<file path="src/rtl/pcie_pkg.sv">
`default_nettype none
// ============================================================================
//  Module      : pcie_pkg
//  Description : Shared encodings and defaults for the PCIE_trans VC pop path.
//  Revision    : 1.0 - initial release
// ============================================================================
package pcie_pkg;

    localparam int DEF_W_VC0 = 3;
    localparam int DEF_W_VC1 = 1;

    typedef enum logic [1:0] {
        S_IDLE = 2'd0,
        S_CFG  = 2'd1,
        S_VC0  = 2'd2,
        S_VC1  = 2'd3
    } sched_state_t;

endpackage
`default_nettype wire

</file>
<file path="src/rtl/wrr_credit_counter.sv">
`default_nettype none
// ============================================================================
//  Module      : wrr_credit_counter
//  Description : Load / decrement down-counter with a last-credit flag.
//  Revision    : 1.0 - initial release
// ============================================================================
module wrr_credit_counter #(
    parameter int W_BITS = 4
) (
    input  logic              clk,
    input  logic              reset_L,
    input  logic              clear,
    input  logic              load,
    input  logic [W_BITS-1:0] load_val,
    input  logic              dec,
    output logic [W_BITS-1:0] credit,
    output logic              last
);

    logic [W_BITS-1:0] r_credit;

    // clear beats load so a reconfiguration always discards a pending grant
    always_ff @(posedge clk or negedge reset_L) begin
        if (!reset_L) begin
            r_credit <= '0;
        end else if (clear) begin
            r_credit <= '0;
        end else if (load) begin
            r_credit <= load_val;
        end else if (dec && (r_credit != '0)) begin
            r_credit <= r_credit - W_BITS'(1);
        end
    end

    assign credit = r_credit;
    assign last   = (r_credit == W_BITS'(1));

endmodule
`default_nettype wire

</file>
<file path="src/rtl/vc_pop_scheduler.sv">
`default_nettype none
// ============================================================================
//  Module      : vc_pop_scheduler
//  Description : Weighted round-robin pop scheduler for the VC0/VC1 FIFOs.
//  Revision    : 1.0 - initial release
// ============================================================================
module vc_pop_scheduler #(
    parameter int W_BITS    = 4,
    parameter int DEF_W_VC0 = pcie_pkg::DEF_W_VC0,
    parameter int DEF_W_VC1 = pcie_pkg::DEF_W_VC1,
    parameter int CNT_BITS  = 8
) (
    input  logic                clk,
    input  logic                reset_L,
    input  logic                init,
    input  logic [W_BITS-1:0]   peso_vc0,
    input  logic [W_BITS-1:0]   peso_vc1,
    input  logic                Fifo_Empty_VC0,
    input  logic                Fifo_Empty_VC1,
    input  logic                Pausa_D0,
    input  logic                Pausa_D1,
    output logic                pop_vc0,
    output logic                pop_vc1,
    output logic                grant_vc,
    output logic [1:0]          sched_state,
    output logic [CNT_BITS-1:0] pops_vc0,
    output logic [CNT_BITS-1:0] pops_vc1
);

    import pcie_pkg::*;

    sched_state_t        r_state;
    sched_state_t        w_state_nxt;
    logic [W_BITS-1:0]   r_w0;
    logic [W_BITS-1:0]   r_w1;
    logic                r_pausa_q;
    logic [CNT_BITS-1:0] r_pops_vc0;
    logic [CNT_BITS-1:0] r_pops_vc1;

    logic                w_pop_vc0;
    logic                w_pop_vc1;
    logic                w_cr_clear;
    logic                w_cr_load;
    logic [W_BITS-1:0]   w_cr_load_val;
    logic                w_cr_dec;
    logic [W_BITS-1:0]   w_credit;
    logic                w_cr_last;

    // A programmed weight of zero still grants one pop per turn
    function automatic logic [W_BITS-1:0] eff_weight(input logic [W_BITS-1:0] w);
        return (w == '0) ? W_BITS'(1) : w;
    endfunction

    assign w_pop_vc0 = (r_state == S_VC0) && !Fifo_Empty_VC0 && !r_pausa_q;
    assign w_pop_vc1 = (r_state == S_VC1) && !Fifo_Empty_VC1 && !r_pausa_q;

    always_ff @(posedge clk or negedge reset_L) begin
        if (!reset_L) begin
            r_state    <= S_IDLE;
            r_w0       <= W_BITS'(DEF_W_VC0);
            r_w1       <= W_BITS'(DEF_W_VC1);
            r_pausa_q  <= 1'b0;
            r_pops_vc0 <= '0;
            r_pops_vc1 <= '0;
        end else begin
            r_state   <= w_state_nxt;
            r_pausa_q <= Pausa_D0 | Pausa_D1;
            if (r_state == S_CFG) begin
                r_w0 <= peso_vc0;
                r_w1 <= peso_vc1;
            end
            if (w_pop_vc0) begin
                r_pops_vc0 <= r_pops_vc0 + CNT_BITS'(1);
            end
            if (w_pop_vc1) begin
                r_pops_vc1 <= r_pops_vc1 + CNT_BITS'(1);
            end
        end
    end

    always_comb begin
        w_state_nxt   = r_state;
        w_cr_clear    = 1'b0;
        w_cr_load     = 1'b0;
        w_cr_load_val = '0;
        w_cr_dec      = 1'b0;

        if (init) begin
            w_state_nxt = S_CFG;
            w_cr_clear  = 1'b1;
        end else if (r_state == S_CFG) begin
            w_state_nxt = S_IDLE;
        end else if (!r_pausa_q) begin
            // Pause holds the current grant and credit untouched
            case (r_state)
                S_IDLE: begin
                    if (!Fifo_Empty_VC0) begin
                        w_state_nxt   = S_VC0;
                        w_cr_load     = 1'b1;
                        w_cr_load_val = eff_weight(r_w0);
                    end else if (!Fifo_Empty_VC1) begin
                        w_state_nxt   = S_VC1;
                        w_cr_load     = 1'b1;
                        w_cr_load_val = eff_weight(r_w1);
                    end
                end
                S_VC0: begin
                    w_cr_dec = w_pop_vc0;
                    if ((w_pop_vc0 && w_cr_last) || Fifo_Empty_VC0) begin
                        if (!Fifo_Empty_VC1) begin
                            w_state_nxt   = S_VC1;
                            w_cr_load     = 1'b1;
                            w_cr_load_val = eff_weight(r_w1);
                        end else if (!Fifo_Empty_VC0) begin
                            w_cr_load     = 1'b1;
                            w_cr_load_val = eff_weight(r_w0);
                        end else begin
                            w_state_nxt = S_IDLE;
                        end
                    end
                end
                S_VC1: begin
                    w_cr_dec = w_pop_vc1;
                    if ((w_pop_vc1 && w_cr_last) || Fifo_Empty_VC1) begin
                        if (!Fifo_Empty_VC0) begin
                            w_state_nxt   = S_VC0;
                            w_cr_load     = 1'b1;
                            w_cr_load_val = eff_weight(r_w0);
                        end else if (!Fifo_Empty_VC1) begin
                            w_cr_load     = 1'b1;
                            w_cr_load_val = eff_weight(r_w1);
                        end else begin
                            w_state_nxt = S_IDLE;
                        end
                    end
                end
                default: w_state_nxt = S_IDLE;
            endcase
        end
    end

    wrr_credit_counter #(
        .W_BITS (W_BITS)
    ) u_credit (
        .clk      (clk),
        .reset_L  (reset_L),
        .clear    (w_cr_clear),
        .load     (w_cr_load),
        .load_val (w_cr_load_val),
        .dec      (w_cr_dec),
        .credit   (w_credit),
        .last     (w_cr_last)
    );

    assign pop_vc0     = w_pop_vc0;
    assign pop_vc1     = w_pop_vc1;
    assign grant_vc    = (r_state == S_VC1);
    assign sched_state = r_state;
    assign pops_vc0    = r_pops_vc0;
    assign pops_vc1    = r_pops_vc1;

endmodule
`default_nettype wire

</file>
<file path="config.mk">
export PLATFORM = sky130hd
export DESIGN_NAME = vc_pop_scheduler
export DESIGN_NICKNAME = d
export VERILOG_FILES = /design/src/rtl/pcie_pkg.sv /design/src/rtl/wrr_credit_counter.sv /design/src/rtl/vc_pop_scheduler.sv
export SDC_FILE = /design/constraint.sdc
export NUM_CORES = 1
export LEC_CHECK = 0
export BUFFER_PORTS_ARGS = -buffer_cell sky130_fd_sc_hd__buf_2
export CORE_ASPECT_RATIO = 1.2
export CORE_MARGIN = 2
export CORE_UTILIZATION = 50
export CTS_CLUSTER_DIAMETER = 40
export CTS_CLUSTER_SIZE = 30
export DETAILED_ROUTE_END_ITERATION = 12
export GPL_TIMING_DRIVEN = 1
export PLACE_DENSITY = 0.71
export RECOVER_POWER = 100
export SYNTH_ARGS = -nofsm -noshare
export SYNTH_HDL_FRONTEND = slang
export SYNTH_SLANG_ARGS = --single-unit
</file>
<file path="constraint.sdc">
create_clock -name clk -period 2.89 [get_ports clk]
set_clock_uncertainty 0.1 [all_clocks]
set_input_delay 0.289 -clock clk [delete_from_list [all_inputs] [get_ports clk]]
set_output_delay 0.289 -clock clk [all_outputs]
set_load 0.02 [all_outputs]
</file>
==> flow_summary.toml <==
[run_status]
status = "finished, violations left"
violations = "capacitance limit, slew limit"

[yosys]
synthTopCellsByArea = "dfrtp_1 42%, mux2_2 7.5%, xnor2_1 6.3%, dfstp_2 4.8%, ha_1 3.8%"
synth_simple_gate_area_share_pct = 16.62
synth_compound_area_share_pct = 13.52
async_flop_share_pct = 100.0
ys_types = 44
synthCells = 144
yosysTopAreaCellShare_pct = 42.30
synthAdderAreaFrac_pct = 3.776
synthFlopType = "dfrtp_1"
synth_seq_area_share_pct = 47.05
synth_most_common_cell = "dfrtp_1"
yosys_warnings = 0
synth_xor_area_share_pct = 8.459
synth_seq_cells = 31
syn_area_um2 = 1657
syn_avg_cell_area_um2 = 11.50
synth.net_count = 164
yosysTopAreaCell = "dfrtp_1"
synth_top_family_by_area = "simple AND/OR/NAND/NOR gates"
synth-edff-count = 0
synth.area.mux_share_pct = 8.082
synthTopCellsByCount = "28 x dfrtp_1, 12 x xnor2_1, 11 x mux2_2"

[sta]
finalSetupTns_ns = 0
drv_slew = 32
period_minus_slack_ns = 2.387
period_share_pct = 82.60
rsz0062_at_grt = "false"
hold_viol = 0
fmax_mhz = 418.9
timing.slew.headroom_pct = -8.228
tightest_slew_ns = 1.623
whs_ns = 0.04385
finalSetupViolations = 0

[hold_path]
min_path_type = "input port to register"

[detailed_routing]
num_vias = 1265
drt_first_pass_iters = 5
wirelength_um = 3328
drtIter0Drc = 39
drt-vias-per-instance = 5.750
drc = 0
ant_nets = 0
wl_per_cell_um = 15.13

[power_and_ir_drop]
ir_drop_mv = 0.3405
intPower_w = 0.0006302
seq_power_share_pct = 57.7
p_switching_w = 0.0002522
leakage_nw = 0.8003
clock_power_share_pct = 26.6
comb_power_share_pct = 15.6
p_per_area_nw_per_um2 = 475.2
swShare_pct = 28.58

[die]
ioPinCount = 36
dieHeight_um = 67.06
initial_core_util_pct = 53.26
core_area_um2 = 3110
rows = 22
die_w_um = 56.55
die-area_um2 = 3792

[setup_path]
crit_slowest_cell = "dfrtp_1"
crit_fanout = 12
slowest_delay_ns = 0.53
cp.required_ns = 2.50
startpoint_type = "register"
critical_path_class = "register to primary output"
crit_chain = "or3b_1 > nor2_1 > clkbuf_1"
critical_path.endpoint_type = "primary output"
arrival_ns = 2.00

[clocking]
numCtsBuffers = 5
clkSlewWorstSetupHoldPaths_ns = 0.10
insertion_delay_ns = 0.33
cts_tree = "yes"
h-tree-depth = 2
clockBufferDepth = 2
root_buffer = "clkbuf_4"
clock_sinks = 31

[global_routing]
grt_pass1_vias = 1256
grt_remaining_overflow = 0
grt_usage_pct = 19.64
grt_start_max_net_pins = 32
antenna_found_initial = 0
grt_pass1_wl_um = 5547

[placed_design]
port_buffers = 35
dp_hpwl_um = 2477
place_area_um2 = 1854
placedCellCount = 211
place_congestion = 0.7684

[layout]
fill_cells = 298
syn2layout_area_growth_pct = 12.08
diodes = 0
final_cell_area_um2 = 1857
nNetsFinal = 203
fin_cells = 220
drive_gt1_share_pct = 21.20

[job]
drv_cap = 1
-- sequential cells by signal, summed over array words and instances (netlist names) --
| register | cells |
|---|---|
| pops_vc1 | 8 |
| u_credit.credit | 4 |
| r_pausa_q | 1 |
| r_w0 | 4 |
| pops_vc0 | 8 |
| sched_state | 2 |
| r_w1 | 4 |
-- cells by family after synthesis --
group	Yosys count
XOR/XNOR	16
multiplexers	12
adder cells (fa/ha/maj)	5
AO/OA/AOI/OAI	29
flip-flops	31
buffers and inverters	9
AND/OR/NAND/NOR	42
-- per-stage QoR --
stage	total power, W	worst slack, ns	utilization (%)
detailed placement	0.0006638	0.8391	59.61
global route	0.0009335	0.4000	59.69
floorplan	0.0006090	0.8881	-
CTS	0.0009020	0.7311	61.50
global placement	0.0006574	0.9257	59.61
finish	0.0008824	0.5028	59.69
-- metal layers --
| metal | track usage, % | routed length [um] | up-vias | part of all wire [%] |
|---|---|---|---|---|
| met5 | 0 | 0 | - | 0 |
| met4 | 11.31 | 73 | 0 | 2.2 |
| met3 | 5.437 | 169 | 7 | 5.1 |
| met2 | 31.69 | 1642 | 40 | 49 |
| met1 | 23.45 | 1442 | 609 | 43 |
| li1 | - | - | 609 | - |
-- power groups by stage --
stage	Clock (W)	Sequential, W	Combinational (W)
after floorplan	0	0.000518	0.0000908
after global placement	0	0.000517	0.000140
after detailed placement	0	0.000519	0.000145
after CTS	0.000245	0.000511	0.000146
after global routing	0.000263	0.000516	0.000155
final	0.000235	0.000510	0.000138
-- worst paths after layout --
path / depth (start not counted) / slack [ns] / from / endpoint
max: 3 / 0.50 / sched_state[1] / pop_vc0
min: 2 / 0.04 / Pausa_D0 / r_pausa_q
max reg2reg: 7 / 0.69 / u_credit.credit[1] / u_credit.credit[1]
min reg2reg: 1 / 0.38 / pops_vc0[7] / pops_vc0[7]
max in group asynchronous: 2 / 0.93 / reset_L / pops_vc0[3]
min in group asynchronous: 2 / 0.80 / reset_L / pops_vc0[7]
-- critical path, delay by kind of cell (launching register included) --
family	cells	cell delay, ns
buf+inv	1	0.28
flops	1	0.53
simple gates	2	0.85
-- cell type report --
class | count | area [um^2] | share of cell area [%]
sequential | 31 | 779.5 | 41.98
tap | 36 | 45.04 | 2.426
multi-input combinational | 104 | 805.8 | 43.40
clock buffer | 8 | 48.80 | 2.628
timing repair buffer | 36 | 158.9 | 8.558
inverter | 5 | 18.77 | 1.011
-- what timing repair did --
| action | 4_1_cts | 5_1_grt |
|---|---|---|
| resized for setup | 0 | 0 |
| endpoints found under the hold margin | 28 | 0 |
| hold buffers | 1 | 0 |
| setup buffers | 0 | 0 |
| setup endpoints to repair | 0 | 0 |
-- placed cells by master, fill, tap and decap left out, types with 3 or more instances in the layout --
cell type	netlist	final
xnor2_1	12	12
and3_1	3	3
buf_2	3	14
dfstp_2	3	3
nand3_1	4	4
ha_1	5	5
clkbuf_1	0	24
a21oi_1	8	8
nand2_1	5	5
nor3_1	5	5
clkbuf_4	0	5
xor2_1	4	4
inv_1	4	5
mux2_2	11	11
nand4_1	4	4
nor2_1	6	7
a221oi_1	4	4
dfrtp_1	28	28
Note: power is estimated with default switching activity, not from simulation.
